[config.mk]
export PLATFORM = sky130hd
export DESIGN_NAME = invert_frame_decoder
export DESIGN_NICKNAME = d
export VERILOG_FILES = /design/src/rtl/invert_frame_decoder.sv
export SDC_FILE = /design/constraint.sdc
export NUM_CORES = 1
export LEC_CHECK = 0
export ABC_CLOCK_PERIOD_IN_PS = 3600
export CAP_MARGIN = 20
export CORE_ASPECT_RATIO = 0.8
export CORE_MARGIN = 3
export CORE_UTILIZATION = 50
export CTS_CLUSTER_DIAMETER = 50
export DETAILED_ROUTE_END_ITERATION = 8
export PLACE_DENSITY = 0.85
export SETUP_SLACK_MARGIN = 0.1
export SLEW_MARGIN = 40
export SYNTH_ARGS = -nofsm -noshare
export SYNTH_HDL_FRONTEND = slang
export SYNTH_SLANG_ARGS = --single-unit
[constraint.sdc]
create_clock -name clk -period 3.6 [get_ports clk]
set_input_delay 0.72 -clock clk [delete_from_list [all_inputs] [get_ports clk]]
set_output_delay 0.72 -clock clk [all_outputs]
set_load 0.02 [all_outputs]
[src/rtl/invert_frame_decoder.sv]
// invert_frame_decoder: finds slot phase of an invert-framed byte stream, verifies it, then decodes
module invert_frame_decoder #(
  parameter logic [7:0] TRAIN_WORD = 8'h3C,
  parameter int VERIFY_FRAMES = 2
) (
  input  logic       clk,
  input  logic       clear,
  input  logic [7:0] enc_input,
  input  logic       resync,
  output logic [7:0] dec_output,
  output logic       dec_valid,
  output logic       frame_start,
  output logic       locked
);
  localparam logic [3:0] VF = VERIFY_FRAMES[3:0];
  typedef enum logic [1:0] {HUNT, VERIFY, LOCKED} state_t;
  state_t     state;
  logic [2:0] slot;
  logic [3:0] vcnt, vcnt_inc;
  logic [7:0] prev_word, expected, decoded;
  logic       prev_valid, detect, match;
  always_comb begin
    expected = (slot < 3'd5) ? TRAIN_WORD : ~TRAIN_WORD;
    decoded  = (slot < 3'd5) ? enc_input : ~enc_input;
    detect   = prev_valid && prev_word == ~TRAIN_WORD && enc_input == TRAIN_WORD;
    match    = enc_input == expected;
    vcnt_inc = (vcnt == 4'hF) ? vcnt : vcnt + 4'd1;
  end
  always_ff @(posedge clk) begin
    if (clear) begin
      state       <= HUNT;
      slot        <= 3'd0;
      vcnt        <= 4'd0;
      prev_valid  <= 1'b0;
      prev_word   <= 8'd0;
      dec_output  <= 8'd0;
      dec_valid   <= 1'b0;
      frame_start <= 1'b0;
      locked      <= 1'b0;
    end else begin
      prev_word   <= enc_input;
      prev_valid  <= 1'b1;
      dec_output  <= 8'd0;
      dec_valid   <= 1'b0;
      frame_start <= 1'b0;
      slot        <= slot + 3'd1;
      if (resync) begin
        state  <= HUNT;
        slot   <= 3'd0;
        vcnt   <= 4'd0;
        locked <= 1'b0;
      end else begin
        case (state)
          HUNT: begin
            slot <= detect ? 3'd1 : 3'd0;
            vcnt <= 4'd0;
            if (detect) state <= VERIFY;
          end
          VERIFY: begin
            if (!match) begin
              state <= HUNT;
              slot  <= 3'd0;
              vcnt  <= 4'd0;
            end else if (slot == 3'd7) begin
              vcnt <= vcnt_inc;
              // the slot-0 word caught in HUNT counts toward the first frame
              if (vcnt_inc >= VF) begin
                state  <= LOCKED;
                locked <= 1'b1;
              end
            end
          end
          LOCKED: begin
            dec_output  <= decoded;
            dec_valid   <= 1'b1;
            frame_start <= slot == 3'd0;
          end
          default: begin
            state  <= HUNT;
            locked <= 1'b0;
          end
        endcase
      end
    end
  end
endmodule

Word-level counts from Yosys, hierarchy flattened
Index checks and enable logic that the tools add are counted.
{"block": "classes", "n_addsub": 2, "n_mul": 0, "div": 0, "magnitude_cmp": 2, "n_eq_ne": 13, "shifts": 0, "mux": 20, "n_bitwise": 3, "reduce_logical": 11}
{"operator": "$mux 8", "count": 2}
{"operator": "$mux 4", "count": 3}
{"operator": "$eq 8x6->1 const B", "count": 1}
{"operator": "$eq 8x8->1", "count": 1}
{"operator": "$eq 8x8->1 const B", "count": 1}
{"operator": "$mux 2", "count": 4}
{"operator": "$ne 2x2->1 const B", "count": 4}
{"operator": "$not 8->8", "count": 1}
{"operator": "$pmux 4 s2", "count": 1}
{"operator": "$reduce_and 4->1", "count": 2}
{"operator": "$mux 1", "count": 6}
{"operator": "$ne 3x3->1 const B", "count": 2}
{"operator": "$pmux 2 s3", "count": 1}
{"operator": "$pmux 3 s2", "count": 1}
{"operator": "$add 4x1->4 const B", "count": 1}
{"operator": "$eq 4x4->1 const B", "count": 1}
{"operator": "$ge 4x2->1 const B", "count": 1}
{"operator": "$reduce_or 2->1", "count": 2}
{"operator": "$add 3x1->3 const B", "count": 1}
{"operator": "$eq 3x3->1 const B", "count": 1}
{"operator": "$logic_not 3->1", "count": 1}
{"operator": "$lt 3x3->1 const B", "count": 1}
{"operator": "$mux 3", "count": 1}
{"operator": "$reduce_or 3->1", "count": 1}
{"operator": "other kinds (8)", "count": 10}
{"block": "word_totals", "register_bits": 29, "latchBits": 0, "ram_bits": 0, "rom_bits": 0, "out_inout_bits": 11, "wordCells": 60, "n_memories": 0}

Logic depth before layout (Yosys ltp)
Gate-level depths: netlist of run 1.
{"block": "depth", "depth_word": 7, "mapped_depth": 6, "depth_no_buf": 6}

Worst setup path after synthesis of run 1
Ideal clock, no wire load.
{"block": "synth_timing", "kind": "input port to flip-flop", "startpoint": "input enc_input[4]", "endpoint": "register vcnt[2]", "arrival_time_ns": 2.109, "slack_ns": 1.391, "stages": 4, "cell_sequence": "or4b_1 -> nor4_4 -> nor2_2 -> a2111oi_4"}
{"block": "synth_between", "elab_chain_len": 3}
{"element": "from (decl)", "line": "8", "text": "input logic [7:0] enc_input,"}
{"element": "$eq 8x8->1 *", "line": "26", "text": "match = enc_input == expected;"}
{"element": "$mux 4 / $ne 3x3->1 (equally long branches)"}
{"element": "$pmux 4 s2 / $reduce_and 2->1 (equally long branches)"}
{"element": "to (signal assigned)", "line": "65", "text": "vcnt <= vcnt_inc;"}
{"element": "to (decl)", "line": "19", "text": "logic [3:0] vcnt, vcnt_inc;"}
Mark *: on every way between the ends. The rest lies on a longest branch, timed or not.
A chain may end at the register's enable or synchronous reset.

Worst setup path after layout of run 1
Ends and elaborated chain as after synthesis.

==> flow_summary.yaml, run 1 <==
setup_path:
  path_class: "primary input to register"
  crit_buf_inv: 1
  cpPeakStageDelay_ns: 0.60
  path_max_fanout: 7
  worst_path_dominant_cell_family: "simple AND/OR/NAND/NOR gates"
  critPathArrivalTime_ns: 2.74
  crit_path_cell_trace: "clkdlybuf4s50_1 -> or4b_1 -> nor4_4 -> nor2_2 -> a2111oi_4"
  cpMaxStageDelayCell: "or4b_1"
  startpoint_type: "primary input"
  end_kind: "register"
  cp_data_required_time_ns: 3.84
route:
  drc_errors: 0
  drt-initial-drc-count: 24
  vias: 948
  drtAntennaViolNets: 0
  wl_per_cell_um: 14.7
  drt-total-wl_um: 2510
  avgViaCountPerCell: 5.54
  first_pass_iters: 4
timing:
  max_slew_margin_pct: 55.7
  worst_pin_slew_ns: 0.665
  fmax_mhz: 400
  rsz0062_at_grt: "false"
  finalClockSkew_ns: 0.00256
  setup_ws_ns: 1.10
  slew_violations: 0
  setup_tns_ns: 0
  hold_viol: 0
  post-route-min-period_ns: 2.50
  finalSetupViolCount: 0
  period_share_pct: 69.5
power:
  powerDensity_nw_per_um2: 357
  ir_drop_uv: 261
  leakagePower_nw: 0.578
run:
  cap_violations: 0
yosys:
  synth_top_family_by_area: "simple AND/OR/NAND/NOR gates"
  synthCells: 121
  synthSimpleGateAreaFrac_pct: 25.2
  synth.area.mux_share_pct: 0.811
  synth_cell_type_count: 40
  synth-main-ff-cell: "dfxtp_1"
  yosys.area_share.adder_pct: 4.05
  synth_nets: 136
  yosys_warnings: 0
  yosysSeqAreaShare_pct: 47.0
  avgSynthCellArea_um2: 10.2
  synth-async-reset-ratio_pct: 0
  synth-xor-area-share_pct: 5.67
  synth_compound_area_share_pct: 13.9
  syn_area_um2: 1230
  synth-seq-cells: 29
  synth_edf_count: 0
finish:
  layout-drive-gt1-share_pct: 9.59
  n_antenna_cell: 0
  postLayoutCoreUtil_pct: 67.1
  fin_area_um2: 1510
  finalNetCount: 160
  area_growth_syn_to_layout_pct: 22.3
place:
  place_area_um2: 1460
  place_hpwl_um: 1850
  gp_congestion: 0.812
  placement.io_buffers: 21
  preCtsSetupSlack_ns: 0.743
floorplanning:
  core-area_um2: 2250
  placementRows: 15
  start_util_pct: 54.8
  fp.dieH_um: 50.5
  die_x_um: 61.6
  dieArea_um2: 3110
  io_pins: 22
clocking:
  cts_buffer_depth: 2
  clock_sinks: 29
  cts-resized-gates: 0
  worstSkewPairLatency_ns: 0.33
  h-tree-depth: 2
  cts_root_buf: "clkbuf_4"
  cts_buffers: 5
  cts_tree: "built"
  clk_pin_slew_ns: 0.08
  cts_hold_buf: 0
  post-cts-setup-buffers: 0
min_path:
  hold_class: "register to register"
run_status:
  status: "complete, no violations"
global_routing:
  grt_usage_pct: 20.4
  grt.overflow.total: 0
  grt_pass1_vias: 938
  grt_pass1_wl_um: 4490
  antenna_found_initial: 0
  grt_max_degree: 13
==> flip-flops by register name, summed over array words and instances, names as in the netlist <==
register / flops
dec_output: 8
prev_word: 8
frame_start: 1
vcnt: 4
locked: 1
state: 2
prev_valid: 1
slot: 3
dec_valid: 1
==> metal layers <==
metal | routed length [um] | GRT usage [%]
met1 | 1180 | 25.7
met2 | 1120 | 28.4
met3 | 147 | 10.0
met4 | 55 | 9.89
met5 | 0 | 0
==> kinds of logic after synthesis <==
kind of cell / Yosys count
compound gates: 20
simple gates: 48
fa+ha+maj: 4
buf+inv: 11
mux: 1
xor+xnor: 8
flops: 29
==> worst register-to-register path: cells and delay by family (launching register included) <==
family	cells	cell delay, ns
compound gates	2	0.90
simple gates	2	0.64
flops	1	0.34
==> metrics by stage <==
step | total power [W] | hold WS (ns) | std cells
after CTS | 0.000549 | 0.478 | 171
after floorplan | 0.000348 | 0.445 | 121
after detailed placement | 0.000366 | 0.462 | 163
after global routing | 0.000565 | 0.516 | 171
after global placement | 0.000365 | 0.454 | 163
final | 0.000540 | 0.472 | 171
==> cell usage after synthesis (2+ instances only) <==
| master | instances | share of area [%] |
|---|---|---|
| dfxtp_1 | 29 | 47 |
| nor2_1 | 12 | 3.6 |
| nor2b_1 | 9 | 4.6 |
| xor2_1 | 8 | 5.7 |
| inv_1 | 7 | 2.1 |
| a21oi_1 | 5 | 2.0 |
| ha_1 | 4 | 4.1 |
| nand2_1 | 4 | 1.2 |
| nand3_1 | 4 | 1.6 |
| clkbuf_1 | 3 | 0.91 |
| a21boi_0 | 2 | 1.2 |
| nand4_1 | 2 | 1.0 |
| o22ai_1 | 2 | 1.0 |
| o311a_1 | 2 | 1.6 |
| o31ai_1 | 2 | 1.2 |
| or2_2 | 2 | 1.0 |
==> layout make-up <==
class	instances	area, um2
fill	184	742
sequential	29	581
tap	25	31.3
timing repair buffer	21	210
clock buffer	8	48.8
inverter	7	26.3
multi-input combinational	81	613
==> cells in the final DEF (no fill, tap or decap), drive strengths merged, types with 2 or more instances in the layout <==
| master | Yosys | routed |
|---|---|---|
| a21boi | 2 | 2 |
| a21oi | 5 | 5 |
| clkbuf | 3 | 8 |
| clkdlybuf4s50 | 0 | 21 |
| dfxtp | 29 | 29 |
| ha | 4 | 4 |
| inv | 7 | 7 |
| nand2 | 4 | 4 |
| nand3 | 4 | 4 |
| nand4 | 2 | 2 |
| nor2 | 13 | 13 |
| nor2b | 9 | 9 |
| nor4 | 2 | 2 |
| o22ai | 2 | 2 |
| o311a | 2 | 2 |
| o31ai | 2 | 2 |
| or2 | 2 | 2 |
| or4b | 2 | 2 |
| xor2 | 8 | 8 |
==> power by group <==
part           internal (W)  switching (W)
Clock             0.0000776       0.000104
Sequential         0.000326     0.00000149
Combinational     0.0000165      0.0000147
Total              0.000420       0.000120
==> path summary, 6_finish.rpt <==
kind / start / to / slack, ns / cells past startpoint
hold reg to reg: locked$_SDFFE_PP0P_ / locked$_SDFFE_PP0P_ / 0.47 / 2
setup reg to reg: slot[0]$_SDFF_PP0_ / vcnt[2]$_SDFFE_PP0P_ / 1.63 / 4
setup / recovery: enc_input[4] / vcnt[2]$_SDFFE_PP0P_ / 1.10 / 5
hold / removal: locked$_SDFFE_PP0P_ / locked$_SDFFE_PP0P_ / 0.47 / 2
(Power assumes the default switching activity.)
==> run 2, diff against run 1 <==
--- a/config.mk
+++ b/config.mk
@@ -5,7 +5,7 @@
 export SDC_FILE = /design/constraint.sdc
 export NUM_CORES = 1
 export LEC_CHECK = 0
-export ABC_CLOCK_PERIOD_IN_PS = 3600
+export ABC_CLOCK_PERIOD_IN_PS = 2450
 export CAP_MARGIN = 20
 export CORE_ASPECT_RATIO = 0.8
 export CORE_MARGIN = 3
==> constraint.sdc (replaced) <==
create_clock -name clk -period 2.45 [get_ports clk]
set_input_delay 0.49 -clock clk [delete_from_list [all_inputs] [get_ports clk]]
set_output_delay 0.49 -clock clk [all_outputs]
set_load 0.02 [all_outputs]
==> run 2 against run 1 <==
- utilization grew 3.3 points
- setup slack worse by 0.78 ns
- critical path depth stayed put
- non-clock buffer count grew 10
- power up 49%
- critical path type unchanged
- global-route usage fell by 0.81 points
- count of clock-buffer cells in the layout stayed put
- largest power group unchanged
- first-iteration DRC count decreased by 8.3%
==> flow_summary.yaml, run 2 (same netlist as run 1, synthesis figures left out) <==
run_status:
  status: "complete, no violations"
floorplanning:
  start_util_pct: 54.8
  dieArea_um2: 3110
  io_pins: 22
  placementRows: 15
  core-area_um2: 2250
  die_x_um: 61.6
  fp.dieH_um: 50.5
setup_path:
  startpoint_type: "primary input"
  path_max_fanout: 4
  path_class: "primary input to register"
  end_kind: "register"
  r2r-start: "slot[1]$_SDFF_PP0_"
  timing.rr.end: "vcnt[3]$_SDFFE_PP0P_"
  critPathArrivalTime_ns: 2.36
  reg2reg_slack_ns: 0.76
  worstSetupEndpoint: "vcnt[2]$_SDFFE_PP0P_"
  cp_data_required_time_ns: 2.68
  startpoint: "enc_input[2]"
  rr_worst_depth: 6
route:
  drc_errors: 0
  drtAntennaViolNets: 0
  first_pass_iters: 4
  drt-total-wl_um: 2620
  avgViaCountPerCell: 5.41
  vias: 980
  wl_per_cell_um: 14.5
  drt-initial-drc-count: 22
finish:
  postLayoutCoreUtil_pct: 70.4
  mostFrequentLayoutCells: "dfxtp_1, clkdlybuf4s50_1, nor2_1, buf_4, nor2b_1"
  fin_area_um2: 1590
  layout-drive-gt1-share_pct: 15.4
  layout_commonest_cell: "dfxtp_1"
  reg_top3: "dec_output x8, prev_word x8, vcnt x4"
  area_growth_syn_to_layout_pct: 28.4
  fill_cells: 177
  n_antenna_cell: 0
  finalNetCount: 170
place:
  place_hpwl_um: 2000
  placement.io_buffers: 21
  gp_congestion: 0.740
  place_area_um2: 1540
global_routing:
  grt_pass1_vias: 893
  grt_pass1_wl_um: 4280
  grt_max_degree: 13
  antenna_found_initial: 0
  grt_use_met2_pct: 28.0
  grtUsageMet3_pct: 9.00
  gr-max-usage-layer: "met2"
  grt.met1_usage_pct: 25.1
  grt.overflow.total: 0
  grt_usage_pct: 19.5
timing:
  holdWs_ns: 0.482
  max_slew_margin_pct: 73.6
  rsz0062_at_grt: "false"
  hold_viol: 0
  fmax_mhz: 469
  finalSetupViolCount: 0
  post-route-min-period_ns: 2.13
  slew_violations: 0
  period_share_pct: 87.0
  finalClockSkew_ns: 0.00763
  worst_pin_slew_ns: 0.396
clocking:
  worstSkewPairLatency_ns: 0.33
  cts_hold_buf: 0
  clk_pin_slew_ns: 0.08
  cts_root_buf: "clkbuf_4"
  cts-resized-gates: 0
  clock_sinks: 29
  post-cts-setup-buffers: 0
  cts_tree: "built"
  cts_buffer_depth: 2
  h-tree-depth: 2
  cts_buffers: 5
run:
  cap_violations: 0
power:
  totalPowerFinal_w: 0.000803
  ir_drop_uv: 422
  leakagePower_nw: 0.626
  powerDensity_nw_per_um2: 506
min_path:
  hold_class: "register to register"
[run 2: cell type report]
type / instances / area [um2] / share of cell area (%)
clock buffers: 8 / 48.8 / 3.08
flip-flops and latches: 29 / 581 / 36.6
well taps: 25 / 31.3 / 1.97
repair buffers: 31 / 285 / 18.0
inverters: 7 / 26.3 / 1.66
multi-input cells: 81 / 613 / 38.7
[run 2: layer usage]
metal | part of all wire, % | up-vias
met1 | 46 | 455
met3 | 5.2 | 7
met4 | 1.6 | 0
met2 | 47 | 22
li1 | - | 496
met5 | 0 | -
[run 2: worst min-delay path by stage]
stage          slack (ns)           startpoint  cells past startpoint                      to
5_1_grt              0.50   slot[2]$_SDFF_PP0_                      1  frame_start$_SDFF_PP0_
3_5_place_dp         0.47  locked$_SDFFE_PP0P_                      2     locked$_SDFFE_PP0P_
2_1_floorplan        0.44   slot[2]$_SDFF_PP0_                      1  frame_start$_SDFF_PP0_
3_3_place_gp         0.46  locked$_SDFFE_PP0P_                      2     locked$_SDFFE_PP0P_
4_1_cts              0.48   slot[2]$_SDFF_PP0_                      1  frame_start$_SDFF_PP0_
6_report             0.48  locked$_SDFFE_PP0P_                      2     locked$_SDFFE_PP0P_
[run 2: worst max-delay path, stage by stage]
cell and delay, ns:
clkdlybuf4s50_1 0.54, or4b_4 0.50, nor4b_4 0.36, nor2_2 0.11, a2111oi_4 0.36
[run 2: power breakdown]
part	total [W]	switching (W)	internal, W	leakage [nW]
clock	0.000269	0.000155	0.000114	0.0265
combinational	0.0000529	0.0000226	0.0000304	0.364
sequential	0.000481	0.00000206	0.000479	0.236
total	0.000803	0.000180	0.000623	0.626
[run 2: stage by stage]
step                cells  TNS (ns)  worst slack [ns]
global placement      173         0            0.0646
finish                181         0             0.319
CTS                   181         0             0.341
floorplan             121         0             0.471
global route          181         0             0.291
detailed placement    173   -0.0144           -0.0144
==> run 3, diff against run 2 <==
--- a/config.mk
+++ b/config.mk
@@ -6,7 +6,6 @@
 export NUM_CORES = 1
 export LEC_CHECK = 0
 export ABC_CLOCK_PERIOD_IN_PS = 2450
-export CAP_MARGIN = 20
 export CORE_ASPECT_RATIO = 0.8
 export CORE_MARGIN = 3
 export CORE_UTILIZATION = 50
==> results of run 3 <==
No change in the layout: final DEF, timing and power equal those of run 2.
